File: config.mk
export PLATFORM = sky130hd
export DESIGN_NAME = prison_box_reader_flat
export DESIGN_NICKNAME = d
export VERILOG_FILES = /design/src/rtl/prison_box_reader_if.sv /design/src/rtl/prison_box_reader.sv /design/src/flat_wrapper.sv
export SDC_FILE = /design/constraint.sdc
export NUM_CORES = 1
export LEC_CHECK = 0
export CAP_MARGIN = 0
export CORE_UTILIZATION = 53
export DETAILED_ROUTE_END_ITERATION = 10
export GPL_ROUTABILITY_DRIVEN = 0
export MAX_ROUTING_LAYER = met4
export PLACE_DENSITY = 0.78
export SETUP_SLACK_MARGIN = 0.5
export SYNTH_ARGS = -nofsm -noshare
export SYNTH_HDL_FRONTEND = slang
export SYNTH_SLANG_ARGS = --single-unit
File: constraint.sdc
create_clock -name clk -period 2.9 [get_ports clk]
set_input_delay 0.725 -clock clk [delete_from_list [all_inputs] [get_ports clk]]
set_output_delay 0.725 -clock clk [all_outputs]
set_load 0.005 [all_outputs]
File: src/rtl/prison_box_reader_if.sv
// Box storage read port: the reader drives strobe/address, storage returns data one cycle later.
interface prison_box_reader_if #(
    parameter int unsigned IDX_W = 8
) ();
    logic             box_rd_en;
    logic [IDX_W-1:0] box_rd_addr;
    logic [IDX_W-1:0] box_rd_data;

    modport master (
        output box_rd_en,
        output box_rd_addr,
        input  box_rd_data
    );

    modport slave (
        input  box_rd_en,
        input  box_rd_addr,
        output box_rd_data
    );
endinterface

File: src/rtl/prison_box_reader.sv
// Loop-following read engine: each prisoner starts at its own box and chases values until it
// finds its own number, runs out of opens, or reads an illegal value.
module prison_box_reader #(
    parameter int unsigned N_PRISONERS = 100,
    parameter int unsigned MAX_OPENS   = 50,
    parameter int unsigned IDX_W       = 8,
    parameter int unsigned CNT_W       = 16
) (
    input  logic                    clk,
    input  logic                    rst,
    input  logic                    run,
    prison_box_reader_if.master     box,
    output logic                    busy,
    output logic                    done,
    output logic                    win,
    output logic                    err,
    output logic [IDX_W-1:0]        fail_prisoner,
    output logic [CNT_W-1:0]        total_opens
);
    localparam int unsigned         OPEN_W   = $clog2(MAX_OPENS + 1);
    localparam logic [IDX_W-1:0]    LastIdx  = IDX_W'(N_PRISONERS);
    localparam logic [OPEN_W-1:0]   MaxOpens = OPEN_W'(MAX_OPENS);

    typedef enum logic [1:0] {StIdle, StIssue, StWait, StDone} state_e;

    state_e              state_q, state_d;
    logic [IDX_W-1:0]    addr_q, addr_d;
    logic [IDX_W-1:0]    cur_q, cur_d;
    logic [OPEN_W-1:0]   opens_q, opens_d;
    logic                win_q, win_d;
    logic                err_q, err_d;
    logic [IDX_W-1:0]    fail_q, fail_d;
    logic [CNT_W-1:0]    total_q, total_d;
    logic [IDX_W-1:0]    rd_data;

    assign rd_data = box.box_rd_data;

    always_comb begin
        state_d = state_q;
        addr_d  = addr_q;
        cur_d   = cur_q;
        opens_d = opens_q;
        win_d   = win_q;
        err_d   = err_q;
        fail_d  = fail_q;
        total_d = total_q;
        unique case (state_q)
            StIdle: begin
                if (run) begin
                    state_d = StIssue;
                    win_d   = 1'b0;
                    err_d   = 1'b0;
                    fail_d  = '0;
                    total_d = '0;
                    cur_d   = IDX_W'(1);
                    addr_d  = '0;
                    opens_d = '0;
                end
            end
            StIssue: begin
                opens_d = opens_q + OPEN_W'(1);
                total_d = total_q + CNT_W'(1);
                state_d = StWait;
            end
            StWait: begin
                if (rd_data == '0 || rd_data > LastIdx) begin
                    err_d   = 1'b1;
                    state_d = StDone;
                end else if (rd_data == cur_q) begin
                    if (cur_q == LastIdx) begin
                        win_d   = 1'b1;
                        state_d = StDone;
                    end else begin
                        // Next prisoner starts at its own box, whose address equals cur_q.
                        cur_d   = cur_q + IDX_W'(1);
                        addr_d  = cur_q;
                        opens_d = '0;
                        state_d = StIssue;
                    end
                end else if (opens_q == MaxOpens) begin
                    fail_d  = cur_q;
                    state_d = StDone;
                end else begin
                    addr_d  = rd_data - IDX_W'(1);
                    state_d = StIssue;
                end
            end
            StDone: begin
                state_d = StIdle;
            end
            default: begin
                state_d = StIdle;
            end
        endcase
    end

    always_ff @(posedge clk) begin
        if (rst) begin
            state_q <= StIdle;
            addr_q  <= '0;
            cur_q   <= '0;
            opens_q <= '0;
            win_q   <= 1'b0;
            err_q   <= 1'b0;
            fail_q  <= '0;
            total_q <= '0;
        end else begin
            state_q <= state_d;
            addr_q  <= addr_d;
            cur_q   <= cur_d;
            opens_q <= opens_d;
            win_q   <= win_d;
            err_q   <= err_d;
            fail_q  <= fail_d;
            total_q <= total_d;
        end
    end

    assign box.box_rd_en   = (state_q == StIssue);
    assign box.box_rd_addr = addr_q;
    assign busy            = (state_q == StIssue) || (state_q == StWait);
    assign done            = (state_q == StDone);
    assign win             = win_q;
    assign err             = err_q;
    assign fail_prisoner   = fail_q;
    assign total_opens     = total_q;
endmodule

File: src/flat_wrapper.sv
// flat-port wrapper written by rule: the top's interface ports become plain ports
module prison_box_reader_flat 
#(
    parameter int unsigned N_PRISONERS = 100,
    parameter int unsigned MAX_OPENS   = 50,
    parameter int unsigned IDX_W       = 8,
    parameter int unsigned CNT_W       = 16
)
  (clk, rst, run, busy, done, win, err, fail_prisoner, total_opens, box_box_rd_en, box_box_rd_addr, box_box_rd_data);
  prison_box_reader_if #(.IDX_W(IDX_W)) box_i ();
  input  logic clk;
  input  logic rst;
  input  logic run;
  output logic busy;
  output logic done;
  output logic win;
  output logic err;
  output logic [IDX_W-1:0] fail_prisoner;
  output logic [CNT_W-1:0] total_opens;
  output wire logic [$bits(box_i.box_rd_en)-1:0] box_box_rd_en;
  output wire logic [$bits(box_i.box_rd_addr)-1:0] box_box_rd_addr;
  input wire logic [$bits(box_i.box_rd_data)-1:0] box_box_rd_data;
  assign box_box_rd_en = box_i.box_rd_en;
  assign box_box_rd_addr = box_i.box_rd_addr;
  assign box_i.box_rd_data = box_box_rd_data;
  prison_box_reader #(.N_PRISONERS(N_PRISONERS), .MAX_OPENS(MAX_OPENS), .IDX_W(IDX_W), .CNT_W(CNT_W)) u_core (.clk(clk), .rst(rst), .run(run), .box(box_i), .busy(busy), .done(done), .win(win), .err(err), .fail_prisoner(fail_prisoner), .total_opens(total_opens));
endmodule
Word-level counts from Yosys, hierarchy flattened
Index checks and enable logic that the tools add are counted.
Cells by class
  multiplexer cells: 35
  magnitude comparators: 1
  add/sub/neg operators: 4
  equal/unequal tests: 16
  bitwise logic cells: 0
  div/mod/pow operators: 0
  shift-type cells: 0
  reduce and logical (&&, ||, !) cells: 14
  multipliers: 0
Operators by type and width (number)
  $mux W8: 12
  $pmux W8 S2: 3
  $pmux W16 S2: 1
  $reduce_and A5 Y1: 5
  $mux W6: 4
  $pmux W6 S3: 1
  $add A16 B1 Y16 const B: 1
  $mux W16: 1
  $mux W2: 5
  $add A8 B1 Y8 const B: 1
  $eq A8 B7 Y1 const B: 1
  $eq A8 B8 Y1: 1
  $gt A8 B7 Y1 const B: 1
  $logic_not A8 Y1: 1
  $ne A2 B1 Y1 const B: 4
  $ne A2 B2 Y1 const B: 4
  $pmux W2 S4: 1
  $sub A8 B1 Y8 const B: 1
  $add A6 B1 Y6 const B: 1
  $eq A6 B6 Y1 const B: 1
  $mux W1: 5
  $eq A2 B2 Y1 const B: 2
  $pmux W1 S2: 2
  $reduce_bool A2 Y1: 2
  other kinds (8): 9
Word-level totals
  word-level logic and storage cells: 78
  latch bits: 0
  bits of input ports: 11
  memory bits (read-only): 0
  register bits after elaboration: 50
  memory bits (writable): 0
  memories kept: 0
  output and inout port bits: 37

Longest topological paths before layout
Gate-level depths: netlist of run 1.
  depth in word-level cells: 5
  gate-level depth with buffers: 10
  gate-level depth less buffers: 8

Least setup slack after synthesis of run 1
Ideal clock, no wire load.
  kind: input-to-reg
  start: in box_box_rd_data[0]
  end: reg u_core.addr_q[6] (netlist: u_core.box.box_rd_addr[6])
  library setup time: 117 ps
  path slack: 332 ps
  required time: 2783 ps
  stages on the path: 8
  arrival: 2450 ps
  cells stage by stage: inv_1 ha_1 nor2b_4 o311a_4 or3_4 a211oi_4 o22ai_4 a32o_1
On the way
  longest elaborated chain between the ends: 5
  elaborated cells on any way between the ends: 13
RTL lines
  from (decl): line flat_wrapper.sv:22  | input wire logic [$bits(box_i.box_rd_data)-1:0] box_box_rd_data;
  $sub A8 B1 Y8: line prison_box_reader.sv:84  | addr_d = rd_data - IDX_W'(1);
  $mux W8: line prison_box_reader.sv:80  | end else if (opens_q == MaxOpens) begin
  $mux W8: line prison_box_reader.sv:69  | end else if (rd_data == cur_q) begin
  $mux W8: line prison_box_reader.sv:66  | if (rd_data == '0 || rd_data > LastIdx) begin
  $pmux W8 S2: line prison_box_reader.sv:47  | unique case (state_q)
  to (signal assigned): line prison_box_reader.sv:109  | addr_q <= addr_d;
  to (decl): line prison_box_reader.sv:27  | logic [IDX_W-1:0] addr_q, addr_d;
Several ways; a longest one is shown, not always the timed one. The select of a mux whose other input is x is not followed.
A chain may end at the register's enable or synchronous reset.

Worst setup path after layout of run 1
  start: in box_box_rd_data[0]
  end: reg u_core.opens_q[4]
On the way
  longest elaborated chain between the ends: 4
  elaborated cells on any way between the ends: 7
RTL lines
  $gt A8 B7 Y1 or $logic_not A8 Y1 (tied branches): line prison_box_reader.sv:66
  $logic_or A1 B1 Y1: line prison_box_reader.sv:66
  $ne A2 B2 Y1 (no line)
  $reduce_and A5 Y1 (no line) (*)
  to (signal assigned): line prison_box_reader.sv:111  | opens_q <= opens_d;
  to (decl): line prison_box_reader.sv:29  | logic [OPEN_W-1:0] opens_q, opens_d;
Every way passes the cells marked *; elsewhere a longest branch is shown, timed or not.

==> impl_metrics.py, run 1 <==
metrics = {
    "outcome": {
        "outcome": "complete, no violations",
    },
    "grt": {
        "grt_pass1_wl_mm": 10.8,
        "grt_max_degree": 19,
        "grt_use_total": 0.260,
        "antenna_found_initial": 0,
        "grt_pass1_vias": 2279,
        "grt.overflow.total": 0,
    },
    "clock_tree": {
        "hold_buffers": 0,
        "ctsHtreeMaxLevel": 2,
        "clock_sinks": 50,
        "cts_made_buffers": 5,
        "clk_pin_slew_ps": 100,
        "cts_root_buffer": "clkbuf_8",
        "cts_tree": "built",
        "clockBufferDepth": 2,
        "worst_skew_pair.late_latency_ps": 320,
    },
    "layout": {
        "fin_nets": 416,
        "final_area_um2": 3830,
        "layout-drive-gt1-share": 0.249,
        "diodes": 0,
        "fillers": 347,
        "syn_to_final_growth_pct": 37.7,
        "fin_util": 0.754,
    },
    "synth": {
        "synth_xor_area_frac": 0.0819,
        "synthFlopType": "dfxtp_1",
        "ys_ff_latch": 50,
        "synth_compound_area_frac": 0.224,
        "ys_warn_count": 0,
        "synth_area_per_cell_um2": 8.86,
        "post-synth-top-area-fraction": 0.360,
        "synth_cell_types": 57,
        "synth_nets": 337,
        "synth_top_family_by_area": "simple AND/OR/NAND/NOR gates",
        "synth-seq-area-share": 0.360,
        "synthMuxAreaShare": 0.0112,
        "synth_edf_count": 0,
        "syn-instance-count": 314,
        "ys_async_sr_fraction": 0,
        "synthTopCellsByArea": "dfxtp_1 (36%), ha_1 (5.4%), xnor2_1 (4.7%)",
        "synth_area_um2": 2780,
        "synthAdderAreaFrac": 0.0540,
        "synth-simple-area-share": 0.233,
        "yosys.area.top_type": "dfxtp_1",
    },
    "power_and_ir_drop": {
        "internal_power_mw": 1.18,
        "clkPwrFrac": 0.244,
        "p_per_area_nw_per_um2": 472,
        "swShare": 0.348,
        "p_sw_uw": 629,
        "power_frac_comb": 0.342,
        "seqPwrFrac": 0.414,
        "p_leak_nw": 1.38,
        "irDropWorstVdd_mv": 0.373,
    },
    "timing": {
        "fin_skew_ps": 11.1,
        "hold_ws_ps": 474,
        "fin_crit_sh": 0.822,
        "worstMarginPinSlew_ps": 544,
        "setup_viol": 0,
        "fmaxAchievable_mhz": 420,
        "hold_violations": 0,
        "slew_violations": 0,
        "max_slew_margin": 0.636,
        "grt_setup_unrepaired": "false",
        "finalCriticalPeriod_ps": 2380,
    },
    "drt": {
        "drt-vias-per-instance": 5.64,
        "drtPass1Iterations": 4,
        "drt_iter0_drc": 185,
        "vias": 2618,
        "routed_wl_mm": 7.14,
        "wire_per_inst_um": 15.4,
        "antenna_left": 0,
        "drc": 0,
    },
    "floorplanning": {
        "core_area_um2": 5070,
        "die_w_um": 74.4,
        "fp.dieH_um": 74.4,
        "die-area_um2": 5540,
        "pin_count": 48,
        "num_rows": 26,
        "start_util": 0.548,
    },
    "placed_design": {
        "hpwl_mm": 4.86,
        "placed_area_um2": 3520,
        "portBuffers": 47,
    },
    "worst_hold_path": {
        "hold_path.class": "reg -> reg",
    },
    "critical_path": {
        "cp_max_fo": 6,
        "path_cells": "buf_2 -> inv_12 -> ha_4 -> nor2b_4 -> o311a_4 -> o31ai_4 -> buf_6 -> o2111ai_2 -> buf_6 -> o21ai_2 -> a21oi_1",
        "critPathMaxStageDelay_ps": 410,
        "worstPathRequired_ps": 3110,
        "crit_slowest_cell": "o31ai_4",
        "worst_setup_path_end_kind": "register",
        "path_class": "in -> reg",
        "crit_path_frequent_cell": "buf_6",
        "cp-start-kind": "input port",
        "arrival_ps": 2600,
    },
    "job": {
        "cap_violations": 0,
    },
}
[cell families after synthesis]
group / Yosys count
AO/OA/AOI/OAI: 78
XOR/XNOR: 26
adder cells (fa/ha/maj): 12
buffers and inverters: 25
flip-flops: 50
multiplexers: 3
AND/OR/NAND/NOR: 120
[worst paths after layout]
| path | from | end | slack (ps) | cells past startpoint |
|---|---|---|---|---|
| min | u_core.box.box_rd_addr[2]$_SDFFE_PP0P_ | u_core.box.box_rd_addr[2]$_SDFFE_PP0P_ | 470 | 1 |
| min reg2reg | u_core.box.box_rd_addr[2]$_SDFFE_PP0P_ | u_core.box.box_rd_addr[2]$_SDFFE_PP0P_ | 470 | 1 |
| max reg2reg | u_core.cur_q[0]$_SDFFE_PP0P_ | u_core.fail_prisoner[2]$_SDFFE_PP0P_ | 610 | 8 |
| max | box_box_rd_data[0] | u_core.opens_q[4]$_SDFFE_PP0P_ | 520 | 11 |
[synthesized netlist by cell type, types with 2 or more instances]
library cell  instances
or3_1                 3
a41oi_1               2
o21ai_0              24
nor4_1                3
and3_1                3
a32o_1                8
nand4b_1              2
nand4_1               9
nand3_1              14
o21ba_2               2
xnor2_1              15
dfxtp_1              50
a21oi_1              13
and2_1                4
nor2b_1               4
a22o_1                8
o21a_1                3
buf_2                 6
nand2_1              27
mux2i_1               2
nor2_1               33
ha_1                 12
inv_1                11
clkbuf_1              7
a31o_2                2
nor3_1                4
xor2_1               11
and4_1                3
[layout make-up]
class	instances	area [µm²]	area share
inverter	11	58.8	0.0154
timing repair buffer	86	768	0.201
tap	70	87.6	0.0229
sequential	50	1000	0.262
clock inverter	3	26.3	0.00686
multi-input combinational	239	1820	0.474
clock buffer	5	68.8	0.0180
[cell usage in the layout, fill, tap and decap left out, drive strengths merged, types with 2 or more instances in the layout]
cell type      count
a31o               2
mux2i              2
inv               13
and4               3
o21a               3
nor4b              2
and3               3
o21ba              2
a211oi             3
nor4               3
or4                2
ha                12
a41oi              2
nand2             27
a21oi             13
o311a              2
nand4b             2
clkdlybuf4s50     40
a32o               8
o21ai             24
nand4              9
o31ai              2
nor2b              5
xor2              11
dfxtp             50
clkbuf             7
xnor2             15
nand3             15
a22o               8
and2               4
nor3               4
nor2              33
or3                4
buf               41
[state kept, by name, summed over array words and instances, names as in the netlist]
register and flops:
u_core.opens_q 6, u_core.win 1, u_core.err 1, u_core.total_opens 16, u_core.fail_prisoner 8, u_core.state_q 2, u_core.cur_q 8, u_core.box.box_rd_addr 8
[layer usage]
metal	part of all wire	GRT usage
met5	0	-
met4	0.012	0.0692
met1	0.46	0.345
met3	0.047	0.0488
met2	0.48	0.404
[per-stage QoR]
stage | instances | TNS, ps | worst slack (ps) | total power, mW
final | 464 | 0 | 517 | 1.81
after global routing | 464 | 0 | 481 | 1.88
after CTS | 455 | 0 | 476 | 1.71
after detailed placement | 443 | -3770 | -199 | 1.26
after global placement | 443 | -2680 | -175 | 1.25
after floorplan | 314 | 0 | 428 | 1.08
[power groups by stage]
stage	Combinational, mW	Sequential (mW)	Clock, mW
6_report	0.618	0.748	0.440
5_1_grt	0.658	0.752	0.475
4_1_cts	0.524	0.744	0.441
3_5_place_dp	0.504	0.758	0
3_3_place_gp	0.496	0.757	0
2_1_floorplan	0.335	0.748	0
[critical path: cells and delay by family]
family,cells,cell delay [ps]
buffers and inverters,4,550
and+or+nand+nor,1,40
AOI/OAI and AO/OA,5,1130
adders and majority gates,1,140
[repair_timing]
action | CTS | global route
resized for setup | 21 | 37
pin swaps | 3 | 15
setup endpoints to repair | 33 | 34
buffers inserted | 4 | 9
(Power assumes the default switching activity.)
==> run 2: changes to the inputs <==
--- a/config.mk
+++ b/config.mk
@@ -6,11 +6,11 @@
 export NUM_CORES = 1
 export LEC_CHECK = 0
 export CAP_MARGIN = 0
-export CORE_UTILIZATION = 53
+export CORE_UTILIZATION = 48
 export DETAILED_ROUTE_END_ITERATION = 10
 export GPL_ROUTABILITY_DRIVEN = 0
 export MAX_ROUTING_LAYER = met4
-export PLACE_DENSITY = 0.78
+export PLACE_DENSITY = 0.74
 export SETUP_SLACK_MARGIN = 0.5
 export SYNTH_ARGS = -nofsm -noshare
 export SYNTH_HDL_FRONTEND = slang
==> constraint.sdc (replaced) <==
create_clock -name clk -period 1.9 [get_ports clk]
set_input_delay 0.475 -clock clk [delete_from_list [all_inputs] [get_ports clk]]
set_output_delay 0.475 -clock clk [all_outputs]
set_load 0.005 [all_outputs]
==> run 2 against run 1 <==
Effect of this change: the run now ends with setup timing left; largest cell class unchanged; combinational power grew to 2.6 times the previous value; clock power up 87%; sequential cell count unchanged; core utilization is 12 points higher; largest power group is now combinational cells.
==> impl_metrics.py, run 2 (synthesis gave the netlist of run 1 again) <==
metrics = {
    "timing": {
        "tns_ps": -5190,
        "max_slew_margin": 0.669,
        "slew_violations": 0,
        "hold_ws_ps": 464,
        "finalCriticalPeriod_ps": 2170,
        "fmaxAchievable_mhz": 460,
        "worst_slack_ps": -274,
        "fin_crit_sh": 1.14,
        "worstMarginPinSlew_ps": 491,
        "grt_setup_unrepaired": "true",
        "hold_violations": 0,
        "fin_skew_ps": 22.2,
        "setup_viol": 40,
    },
    "clock_tree": {
        "clk_pin_slew_ps": 110,
        "worst_skew_pair.late_latency_ps": 340,
        "cts_tree": "built",
        "cts_root_buffer": "clkbuf_8",
        "clock_sinks": 50,
        "clockBufferDepth": 2,
        "hold_buffers": 0,
        "cts_made_buffers": 5,
        "ctsHtreeMaxLevel": 2,
    },
    "placed_design": {
        "placed_area_um2": 3860,
        "portBuffers": 47,
        "hpwl_mm": 5.58,
    },
    "floorplanning": {
        "pin_count": 48,
        "core_area_um2": 5540,
        "die_w_um": 78.1,
        "start_util": 0.502,
        "fp.dieH_um": 78.1,
        "num_rows": 27,
        "die-area_um2": 6100,
    },
    "drt": {
        "dr_wl_met3_um": 904,
        "vias": 3325,
        "wire_per_inst_um": 22.2,
        "m1WireLength_mm": 4.34,
        "drc": 0,
        "drtPass1Iterations": 6,
        "antenna_left": 0,
        "drt_iter0_drc": 333,
        "drt-vias-per-instance": 6.24,
        "top_layer": "met4",
        "route.met2.wl_mm": 5.86,
        "routed_wl_mm": 11.8,
    },
    "grt": {
        "antenna_found_initial": 0,
        "grt_pass1_wl_mm": 14.2,
        "grt_pass1_vias": 2981,
        "grt_use_total": 0.307,
        "grt.overflow.total": 0,
        "grt_max_degree": 18,
    },
    "critical_path": {
        "worst_setup_path_end_kind": "register",
        "worstPathRequired_ps": 2110,
        "arrival_ps": 2380,
        "startpoint": "box_box_rd_data[5]",
        "r2r_start": "u_core.cur_q[7]$_SDFFE_PP0P_",
        "cp_max_fo": 3,
        "cp-start-kind": "input port",
        "path_class": "in -> reg",
    },
    "worst_hold_path": {
        "hold_path.class": "reg -> reg",
        "hold_start": "u_core.box.box_rd_addr[3]$_SDFFE_PP0P_",
    },
    "layout": {
        "final_area_um2": 4860,
        "mostFrequentLayoutCells": "buf_4 (82), dfxtp_2 (31), nor2_1 (27)",
        "largest_reg_flops": 16,
        "final_common_cell": "buf_4",
        "layout-drive-gt1-share": 0.549,
        "syn_to_final_growth_pct": 74.9,
        "fin_util": 0.878,
        "fin_nets": 483,
        "diodes": 0,
    },
    "outcome": {
        "outcome": "finished with violations",
        "violations": "setup timing",
    },
    "job": {
        "cap_violations": 0,
    },
    "power_and_ir_drop": {
        "irDropWorstVdd_mv": 0.585,
        "p_per_area_nw_per_um2": 728,
        "p_leak_nw": 1.99,
        "fin_total_pwr_mw": 3.54,
    },
}
[run 2: area by class of cell]
type,count,area (µm²)
clock buffer,5,68.8
clock inverter,3,47.5
fill,263,676
inverter,11,68.8
multi-input combinational,239,2160
sequential,50,1070
tap,72,90.1
timing repair buffer,153,1360
[run 2: per-layer routing]
metal,up-vias,track usage
met5,-,-
met3,76,0.0453
met2,233,0.540
li1,1433,-
met4,0,0.113
met1,1583,0.352
[run 2: worst paths after layout]
check	endpoint	slack (ps)	depth (start not counted)
worst max-delay path	u_core.cur_q[0]$_SDFFE_PP0P_	-270	9
worst min-delay path	u_core.box.box_rd_addr[3]$_SDFFE_PP0P_	460	1
worst max register to register	u_core.fail_prisoner[5]$_SDFFE_PP0P_	-240	7
worst min register to register	u_core.box.box_rd_addr[3]$_SDFFE_PP0P_	460	1
[run 2: metrics by stage]
step	cells	worst slack (ps)
after floorplan	314	-322
after global placement	480	-863
after detailed placement	480	-902
after CTS	511	-128
after global routing	533	-395
final	533	-274
[run 2: power by group]
| group | switching, mW | total, mW | internal, mW | leakage (nW) |
|---|---|---|---|---|
| Combinational | 0.794 | 1.58 | 0.785 | 1.50 |
| Sequential | 0.0479 | 1.14 | 1.09 | 0.426 |
| Clock | 0.423 | 0.823 | 0.400 | 0.0587 |
| Total | 1.26 | 3.54 | 2.28 | 1.99 |
[run 2: critical path, cell delays in order]
cell      delay [ps]
buf_2            120
or4_4            550
nor3b_4          280
buf_4            180
o31ai_4          100
buf_6            150
nand2_2           70
o21ai_1           70
a221oi_1         380
[run 2: what timing repair did]
| item | CTS | global route |
|---|---|---|
| resized for setup | 173 | 82 |
| setup buffers | 23 | 22 |
| pin swaps | 51 | 36 |
| cloned | 0 | 0 |
| endpoints found under the setup margin | 87 | 71 |
| hold endpoints to repair | 0 | 0 |
==> run 3: changes to the inputs <==
--- a/config.mk
+++ b/config.mk
@@ -7,6 +7,7 @@
 export LEC_CHECK = 0
 export CAP_MARGIN = 0
 export CORE_UTILIZATION = 48
+export CTS_BUF_LIST = sky130_fd_sc_hd__clkbuf_4 sky130_fd_sc_hd__clkbuf_8 sky130_fd_sc_hd__clkbuf_16
 export DETAILED_ROUTE_END_ITERATION = 10
 export GPL_ROUTABILITY_DRIVEN = 0
 export MAX_ROUTING_LAYER = met4
==> results of run 3 <==
Same layout as run 2: the final DEF is identical, and so are final timing and power.
